## src/rtl/barrett_red_stream.sv

```systemverilog
// Streaming Barrett reducer: r = a mod n with runtime-loadable n and k = floor(2^SHIFT/n).
// Four-stage pipeline with valid/ready back-pressure and an opaque tag carried alongside each operand.
module barrett_red_stream #(
   parameter int A_WIDTH   = 32,
   parameter int N_WIDTH   = 16,
   parameter int K_WIDTH   = 18,
   parameter int SHIFT     = 32,
   parameter int TAG_WIDTH = 8
) (
   input  logic                 clk,
   input  logic                 rst,
   input  logic                 cfg_load,
   input  logic [N_WIDTH-1:0]   cfg_n,
   input  logic [K_WIDTH-1:0]   cfg_k,
   output logic                 cfg_err,
   input  logic                 in_valid,
   output logic                 in_ready,
   input  logic [A_WIDTH-1:0]   in_a,
   input  logic [TAG_WIDTH-1:0] in_tag,
   output logic                 out_valid,
   input  logic                 out_ready,
   output logic [N_WIDTH-1:0]   out_r,
   output logic [TAG_WIDTH-1:0] out_tag,
   output logic                 busy
);

   localparam int P_WIDTH = A_WIDTH + K_WIDTH;
   localparam int C_WIDTH = N_WIDTH + 2;

   logic                 cfg_valid_reg;
   logic                 cfg_err_reg;
   logic [N_WIDTH-1:0]   n_reg;
   logic [K_WIDTH-1:0]   k_reg;

   logic                 s1_valid_reg;
   logic [P_WIDTH-1:0]   s1_p_reg;
   logic [C_WIDTH-1:0]   s1_a_reg;
   logic [TAG_WIDTH-1:0] s1_tag_reg;

   logic                 s2_valid_reg;
   logic [C_WIDTH-1:0]   s2_m_reg;
   logic [C_WIDTH-1:0]   s2_a_reg;
   logic [TAG_WIDTH-1:0] s2_tag_reg;

   logic                 s3_valid_reg;
   logic [C_WIDTH-1:0]   s3_c_reg;
   logic [TAG_WIDTH-1:0] s3_tag_reg;

   logic                 out_valid_reg;
   logic [N_WIDTH-1:0]   out_r_reg;
   logic [TAG_WIDTH-1:0] out_tag_reg;

   logic                 adv;
   logic                 accept;
   logic [P_WIDTH-1:0]   p_next;
   logic [C_WIDTH-1:0]   q_lo;
   logic [C_WIDTH-1:0]   m_next;
   logic [C_WIDTH-1:0]   n_ext;
   logic [C_WIDTH-1:0]   two_n;
   logic [N_WIDTH-1:0]   r_next;

   assign adv      = ~out_valid_reg | out_ready;
   assign in_ready = adv & cfg_valid_reg & ~cfg_load;
   assign accept   = in_valid & in_ready;
   assign busy     = s1_valid_reg | s2_valid_reg | s3_valid_reg | out_valid_reg;

   assign n_ext  = C_WIDTH'(n_reg);
   assign two_n  = {1'b0, n_reg, 1'b0};
   assign p_next = P_WIDTH'(in_a) * P_WIDTH'(k_reg);
   // Only the low C_WIDTH bits of q matter: m is taken modulo 2^C_WIDTH anyway.
   assign q_lo   = C_WIDTH'(s1_p_reg >> SHIFT);
   assign m_next = q_lo * n_ext;

   // Final correction: both candidate subtractions are evaluated side by side, then selected.
   always_comb begin
      r_next = N_WIDTH'(s3_c_reg);
      if (s3_c_reg >= two_n) begin
         r_next = N_WIDTH'(s3_c_reg - two_n);
      end else if (s3_c_reg >= n_ext) begin
         r_next = N_WIDTH'(s3_c_reg - n_ext);
      end
   end

   always_ff @(posedge clk or posedge rst) begin
      if (rst) begin
         cfg_valid_reg <= 1'b0;
         cfg_err_reg   <= 1'b0;
         n_reg         <= '0;
         k_reg         <= '0;
      end else begin
         cfg_err_reg <= 1'b0;
         if (cfg_load) begin
            // n/k may only change on an empty pipeline so no operand mixes two moduli.
            if (!busy && cfg_n >= N_WIDTH'(2)) begin
               n_reg         <= cfg_n;
               k_reg         <= cfg_k;
               cfg_valid_reg <= 1'b1;
            end else begin
               cfg_err_reg <= 1'b1;
            end
         end
      end
   end

   always_ff @(posedge clk or posedge rst) begin
      if (rst) begin
         s1_valid_reg  <= 1'b0;
         s1_p_reg      <= '0;
         s1_a_reg      <= '0;
         s1_tag_reg    <= '0;
         s2_valid_reg  <= 1'b0;
         s2_m_reg      <= '0;
         s2_a_reg      <= '0;
         s2_tag_reg    <= '0;
         s3_valid_reg  <= 1'b0;
         s3_c_reg      <= '0;
         s3_tag_reg    <= '0;
         out_valid_reg <= 1'b0;
         out_r_reg     <= '0;
         out_tag_reg   <= '0;
      end else if (adv) begin
         s1_valid_reg  <= accept;
         s1_p_reg      <= p_next;
         s1_a_reg      <= C_WIDTH'(in_a);
         s1_tag_reg    <= in_tag;

         s2_valid_reg  <= s1_valid_reg;
         s2_m_reg      <= m_next;
         s2_a_reg      <= s1_a_reg;
         s2_tag_reg    <= s1_tag_reg;

         s3_valid_reg  <= s2_valid_reg;
         s3_c_reg      <= s2_a_reg - s2_m_reg;
         s3_tag_reg    <= s2_tag_reg;

         out_valid_reg <= s3_valid_reg;
         out_r_reg     <= r_next;
         out_tag_reg   <= s3_tag_reg;
      end
   end

   assign cfg_err   = cfg_err_reg;
   assign out_valid = out_valid_reg;
   assign out_r     = out_r_reg;
   assign out_tag   = out_tag_reg;

endmodule

```

## config.mk

```make
export PLATFORM = sky130hd
export DESIGN_NAME = barrett_red_stream
export DESIGN_NICKNAME = d
export VERILOG_FILES = /design/src/rtl/barrett_red_stream.sv
export SDC_FILE = /design/constraint.sdc
export NUM_CORES = 2
export LEC_CHECK = 0
export ABC_CLOCK_PERIOD_IN_PS = 13800
export CAP_MARGIN = 20
export CORE_MARGIN = 5
export CORE_UTILIZATION = 45
export DETAILED_ROUTE_END_ITERATION = 7
export DONT_BUFFER_PORTS = 1
export HOLD_SLACK_MARGIN = 0.05
export PLACE_DENSITY = 0.63
export RECOVER_POWER = 50
export SLEW_MARGIN = 30
export SYNTH_ARGS = -nofsm -noshare
export SYNTH_HDL_FRONTEND = slang
export SYNTH_SLANG_ARGS = --single-unit
```

## constraint.sdc

```tcl
create_clock -name clk -period 13.8 [get_ports clk]
set_clock_uncertainty 0.2 [all_clocks]
set_input_delay 0.69 -clock clk [delete_from_list [all_inputs] [get_ports clk]]
set_output_delay 0.69 -clock clk [all_outputs]
set_load 0.01 [all_outputs]
```

# Word-level counts from Yosys, hierarchy flattened
# Cells that the tools add are included.
[word_totals] ff_bits=210 input_bits=79
[classes] addsub=3 mul=2 order_cmp=3 mux=4 bitwise_logic=9 n_reduce_logical=3
[ops] op="32-bit by 18-bit multiplier with 50-bit output" n=1
[ops] op="16-bit 2-to-1 mux" n=2
[ops] op="16-bit subtractor" n=2
[ops] op="18-bit by 16-bit >= comparator with 1-bit output" n=1
[ops] op="18-bit by 17-bit >= comparator with 1-bit output" n=1
[ops] op="18-bit by 16-bit multiplier with 18-bit output" n=1
[ops] op="18-bit subtractor" n=1
[ops] op="16-bit by 2-bit >= comparator with 1-bit output (second input constant)" n=1
[ops] op="1-bit OR" n=4
[ops] op="1-bit bitwise AND" n=3
[ops] op="1-bit 2-to-1 mux" n=2
[ops] op="1-bit NOT" n=2
[ops] op="2-bit AND reduction" n=1
[ops] op="1-bit logical AND" n=1
[ops] op="1-bit zero test" n=1

# Longest topological paths before layout
[depth] ltp_word=7 depth_mapped=25 ltp_nobuf=24

# Worst setup path before layout
# OpenSTA, ideal clock, no wires.
[synth_timing] path_type="input -> register" from="input in_a[25]" to="register s1_p_reg[49]" setup_time_ps=130 arrival_ps=6594 required_time_ps=13470 setup_slack_ps=6877 path_stages=23 cell_sequence="clkbuf_1 > clkbuf_1 > nand2_1 > fa_1 > fa_1 > fa_1 > inv_1 > fa_1 > fa_1 > inv_1 > fa_1 > inv_1 > ha_1 > and4_1 > o211ai_1 > nor3_1 > o31ai_2 > a211o_2 > a2111oi_4 > o21ai_2 > a21oi_4 > and4bb_2 > nor3_1"
[synth_via] elab_chain_cells=1
[synth_rtl] item="start: declaration" line_no="18" source="input logic [A_WIDTH-1:0] in_a,"
[synth_rtl] item="32-bit by 18-bit multiplier with 50-bit output" line_no="69" source="assign p_next = P_WIDTH'(in_a) * P_WIDTH'(k_reg);"
[synth_rtl] item="end signal: assignment" line_no="123" source="s1_p_reg <= p_next;"
[synth_rtl] item="end: declaration" line_no="36" source="logic [P_WIDTH-1:0] s1_p_reg;"
# No other way between the ends.
# A chain may end at the register's enable or synchronous reset.

# Final worst setup path
[layout_timing] from="register k_reg[10]" to="register s1_p_reg[48]"
[layout_via] elab_chain_cells=1
[layout_rtl] item="start: declaration" line_no="33" source="logic [K_WIDTH-1:0] k_reg;"
[layout_rtl] item="start signal: assignment" line_no="96" source="k_reg <= cfg_k;"
[layout_rtl] item="32-bit by 18-bit multiplier with 50-bit output" line_no="69"
# No other way between the ends.

==> parameters.txt <==
Parameter                              Value

Critical path
  Start point of the critical path ... k_reg[10]$_DFFE_PP0P_
  Cells on worst reg2reg path ... 24
  Path length in cells of the critical path ... 24
  Sort of element at the end of the critical path ... flop
  Slack of the worst reg-to-reg path ... 6.54 ns
  Worst flop-to-flop path endpoint ... s1_p_reg[48]$_DFFE_PP0N_
  R2r startpoint ... k_reg[10]$_DFFE_PP0P_
  Crit start category ... flop
  Critical-path maximum fanout ... 18
  Endpoint of the most critical setup path ... s1_p_reg[48]$_DFFE_PP0N_
  Dominant cell type by count on the critical path ... sky130_fd_sc_hd__fa_1
  Crit path DAT ... 7.31 ns
  Required time worst endpoint ... 13.85 ns
  Standard cell with the maximum stage delay on the critical path ... sky130_fd_sc_hd__dfrtp_1
  Cell chain of the critical path ... buf_4, nand2_1, fa_1, inv_1, fa_1, inv_1, fa_1, inv_1, fa_1, fa_1, inv_1, fa_1, inv_1, ha_1, o21a_1, o211ai_1, nor3_1, o31ai_2, a211o_2, a2111oi_4, o21ai_2, a21oi_4, xnor2_1, a21oi_1
  Sum of buffers and inverters on the critical path ... 6
  Maximum single-stage delay on the critical path ... 0.79 ns
  Family of cells with the greatest summed delay on the critical path ... adder cells
  Worst setup path category ... flop to flop

Clock tree
  Maximum buffer depth of the clock tree ... 2
  Later-pin clock latency in the skew report ... 0.49 ns
  Register clock-pin slew on the reported worst setup and hold paths ... 0.10 ns
  Buffers inserted by post-CTS timing repair ... 0
  Library cell used as clock root buffer ... sky130_fd_sc_hd__clkbuf_16
  Total of cells resized after clock tree synthesis ... 0
  Count of H-tree levels built during CTS ... 4
  CTS buffer count ... 17
  Sink Count ... 178
  Count of hold buffers inserted by post-cts repair ... 1
  Clock tree from TritonCTS ... built

Routing
  First DRT Iteration DRCs ... 1540
  Number of optimization iterations in the first detailed-route pass ... 7
  Total length of routed wires ... 82000 µm
  DRC violation count after routing ... 0
  Via-to-Cell Ratio ... 5.23
  Routed vias ... 22.5k
  Remaining antenna violation count ... 0
  WL per Instance ... 19.1 µm

Die
  Horizontal die dimension ... 272 µm
  Area of the core ... 0.0683 mm²
  Die Area ... 0.0741 mm²
  Vertical die dimension ... 272 µm
  Number of cell rows ... 96
  Initial standard-cell utilization of the core ... 0.453
  Ports ... 107

Place
  Final RePlAce weighted congestion ... 0.878
  Final HPWL DP ... 60700 µm
  Port buffer count ... 0

Timing
  Peak clock frequency supported by timing ... 138 MHz
  Setup Viol. Count Final ... 0
  Fin Setup TNS ... 0 ns
  Final number of hold-violating endpoints ... 0
  Number of slew-limit violations in the final report ... 357
  Final period demand of the worst path ... 7.26 ns
  Final cycle utilization of the critical path ... 0.526
  Unrepaired setup endpoints after global routing ... false
  Transition time at the pin with the least slew margin ... 5.77 ns
  Headroom to the max-slew limit ... -2.87

Global route
  Pin count of the biggest net entering global routing ... 123
  Leftover overflow at the end of global routing ... 0
  Total Routing Usage GR ... 0.229
  Number of global-route vias before repair ... 23.9k
  Initial antenna violation count ... 7
  First-pass GRT wire length ... 133000 µm

Synth
  Post-Syn Instances ... 3522
  Synth unique cells ... 66
  Most used DFF post-synth ... sky130_fd_sc_hd__dfrtp_1
  Number of nets in the synthesized netlist ... 4411
  Portion of the post-synthesis area used by sequential elements ... 0.144
  Mean post-synth cell area ... 8.79 µm²
  Total of flip-flops plus latches after synthesis ... 178
  Yosys warnings ... 0
  Synth async-reset ratio ... 1.00
  EDFF count, synth ... 0
  Total standard cell area after synthesis ... 0.0309 mm²

Layout
  Footprint of the multi-input gates ... 0.0230 mm²
  Nets ... 4287
  Fraction of layout cells with a size suffix above 1 ... 0.0334
  Area added between synthesis and finish ... 4.24%
  Storage cell area ... 0.00446 mm²
  Fillers ... 6629

Job
  Max cap viols ... 5

Hold path
  Path type of the worst min-delay path ... primary input to flop

Status
  Status ... complete, but fails checks
  Violations in the final reports ... max-capacitance violations, max-slew violations
placed cells by master, fill, tap and decap left out, drive strengths merged, types with 10 or more instances in the layout:
cell,n
a21o,23
a21oi,95
and2,263
buf,24
clkbuf,22
clkinv,10
dfrtp,178
fa,589
ha,221
inv,757
mux2,38
mux2i,10
nand2,757
nand2b,17
nand3,16
nor2,67
nor2b,10
nor3,19
o21a,13
o21ai,66
xnor2,63
xor2,28
layer usage:
| metal | vias to the layer above | global-route usage | wire length [µm] |
|---|---|---|---|
| met4 | 4 | 0.0644 | 2280 |
| met1 | 11400 | 0.316 | 35500 |
| li1 | 10200 | - | - |
| met2 | 726 | 0.370 | 38300 |
| met3 | 144 | 0.0492 | 5990 |
| met5 | - | 0 | 21 |
synth_stat cells, types with 7 or more instances:
library cell	n	area, µm²
sky130_fd_sc_hd__a211oi_1	8	60.1
sky130_fd_sc_hd__a21o_1	23	173
sky130_fd_sc_hd__a21oi_1	94	470
sky130_fd_sc_hd__and2_1	263	1650
sky130_fd_sc_hd__and3_1	8	50.1
sky130_fd_sc_hd__clkbuf_1	166	623
sky130_fd_sc_hd__dfrtp_1	178	4450
sky130_fd_sc_hd__fa_1	589	11800
sky130_fd_sc_hd__ha_1	221	2770
sky130_fd_sc_hd__inv_1	753	2830
sky130_fd_sc_hd__mux2_2	38	428
sky130_fd_sc_hd__mux2i_1	10	100
sky130_fd_sc_hd__nand2_1	757	2840
sky130_fd_sc_hd__nand2b_1	17	106
sky130_fd_sc_hd__nand3_1	16	80.1
sky130_fd_sc_hd__nand4_1	9	56.3
sky130_fd_sc_hd__nor2_1	67	251
sky130_fd_sc_hd__nor2b_1	10	62.6
sky130_fd_sc_hd__nor3_1	19	95.1
sky130_fd_sc_hd__o211ai_1	8	60.1
sky130_fd_sc_hd__o21a_1	13	97.6
sky130_fd_sc_hd__o21ai_0	63	315
sky130_fd_sc_hd__o21bai_1	8	60.1
sky130_fd_sc_hd__o31ai_1	8	60.1
sky130_fd_sc_hd__or3_1	7	43.8
sky130_fd_sc_hd__xnor2_1	63	552
sky130_fd_sc_hd__xor2_1	28	245
worst min-delay path by stage:
stage	startpoint	endpoint	slack, ns	cells past startpoint
finish	in_a[14]	s1_a_reg[14]$_DFFE_PP0N_	0.12	2
global route	in_a[4]	s1_a_reg[4]$_DFFE_PP0N_	0.1	2
CTS	in_a[4]	s1_a_reg[4]$_DFFE_PP0N_	0.08	2
detailed placement	s3_tag_reg[5]$_DFFE_PP0N_	s3_tag_reg[5]$_DFFE_PP0N_	0.26	2
global placement	s3_tag_reg[5]$_DFFE_PP0N_	s3_tag_reg[5]$_DFFE_PP0N_	0.25	2
floorplan	cfg_valid_reg$_DFFE_PP0P_	cfg_valid_reg$_DFFE_PP0P_	0.23	1
per-stage QoR:
stage	hold slack [ns]	utilization	worst slack, ns	instances	cell area (µm²)
2_1_floorplan	0.225	-	6.88	3522	30900
3_3_place_gp	0.249	0.463	6.72	4259	31600
3_5_place_dp	0.255	0.463	6.60	4260	31700
4_1_cts	0.0779	0.473	6.61	4293	32300
5_1_grt	0.0999	0.472	6.12	4294	32200
6_report	0.118	0.472	6.54	4296	32300
cells by family (layout without fill, tap and decap cells):
logic type | count (synthesis) | count (layout) | synth area share
AND/OR/NAND/NOR | 1200 | 1200 | 0.176
buffers and inverters | 926 | 815 | 0.112
adder cells (fa/ha/maj) | 810 | 810 | 0.470
AO/OA/AOI/OAI | 269 | 269 | 0.0545
flip-flops | 178 | 178 | 0.144
XOR/XNOR | 91 | 91 | 0.0258
multiplexers | 48 | 48 | 0.0171
other | 0 | 3 | 0
area by class of cell:
class                      instances  share of cell area
clock inverter                    15             0.00640
timing repair buffer              30             0.00648
clock buffer                      17              0.0132
sequential                       178               0.138
tap                              882              0.0342
multi-input combinational       2418               0.714
antenna                            3            0.000233
inverter                         753              0.0877
Power is left out: the tool's default activity adds up to more than one toggle a clock period on the data nets, which glitch-free logic cannot reach.
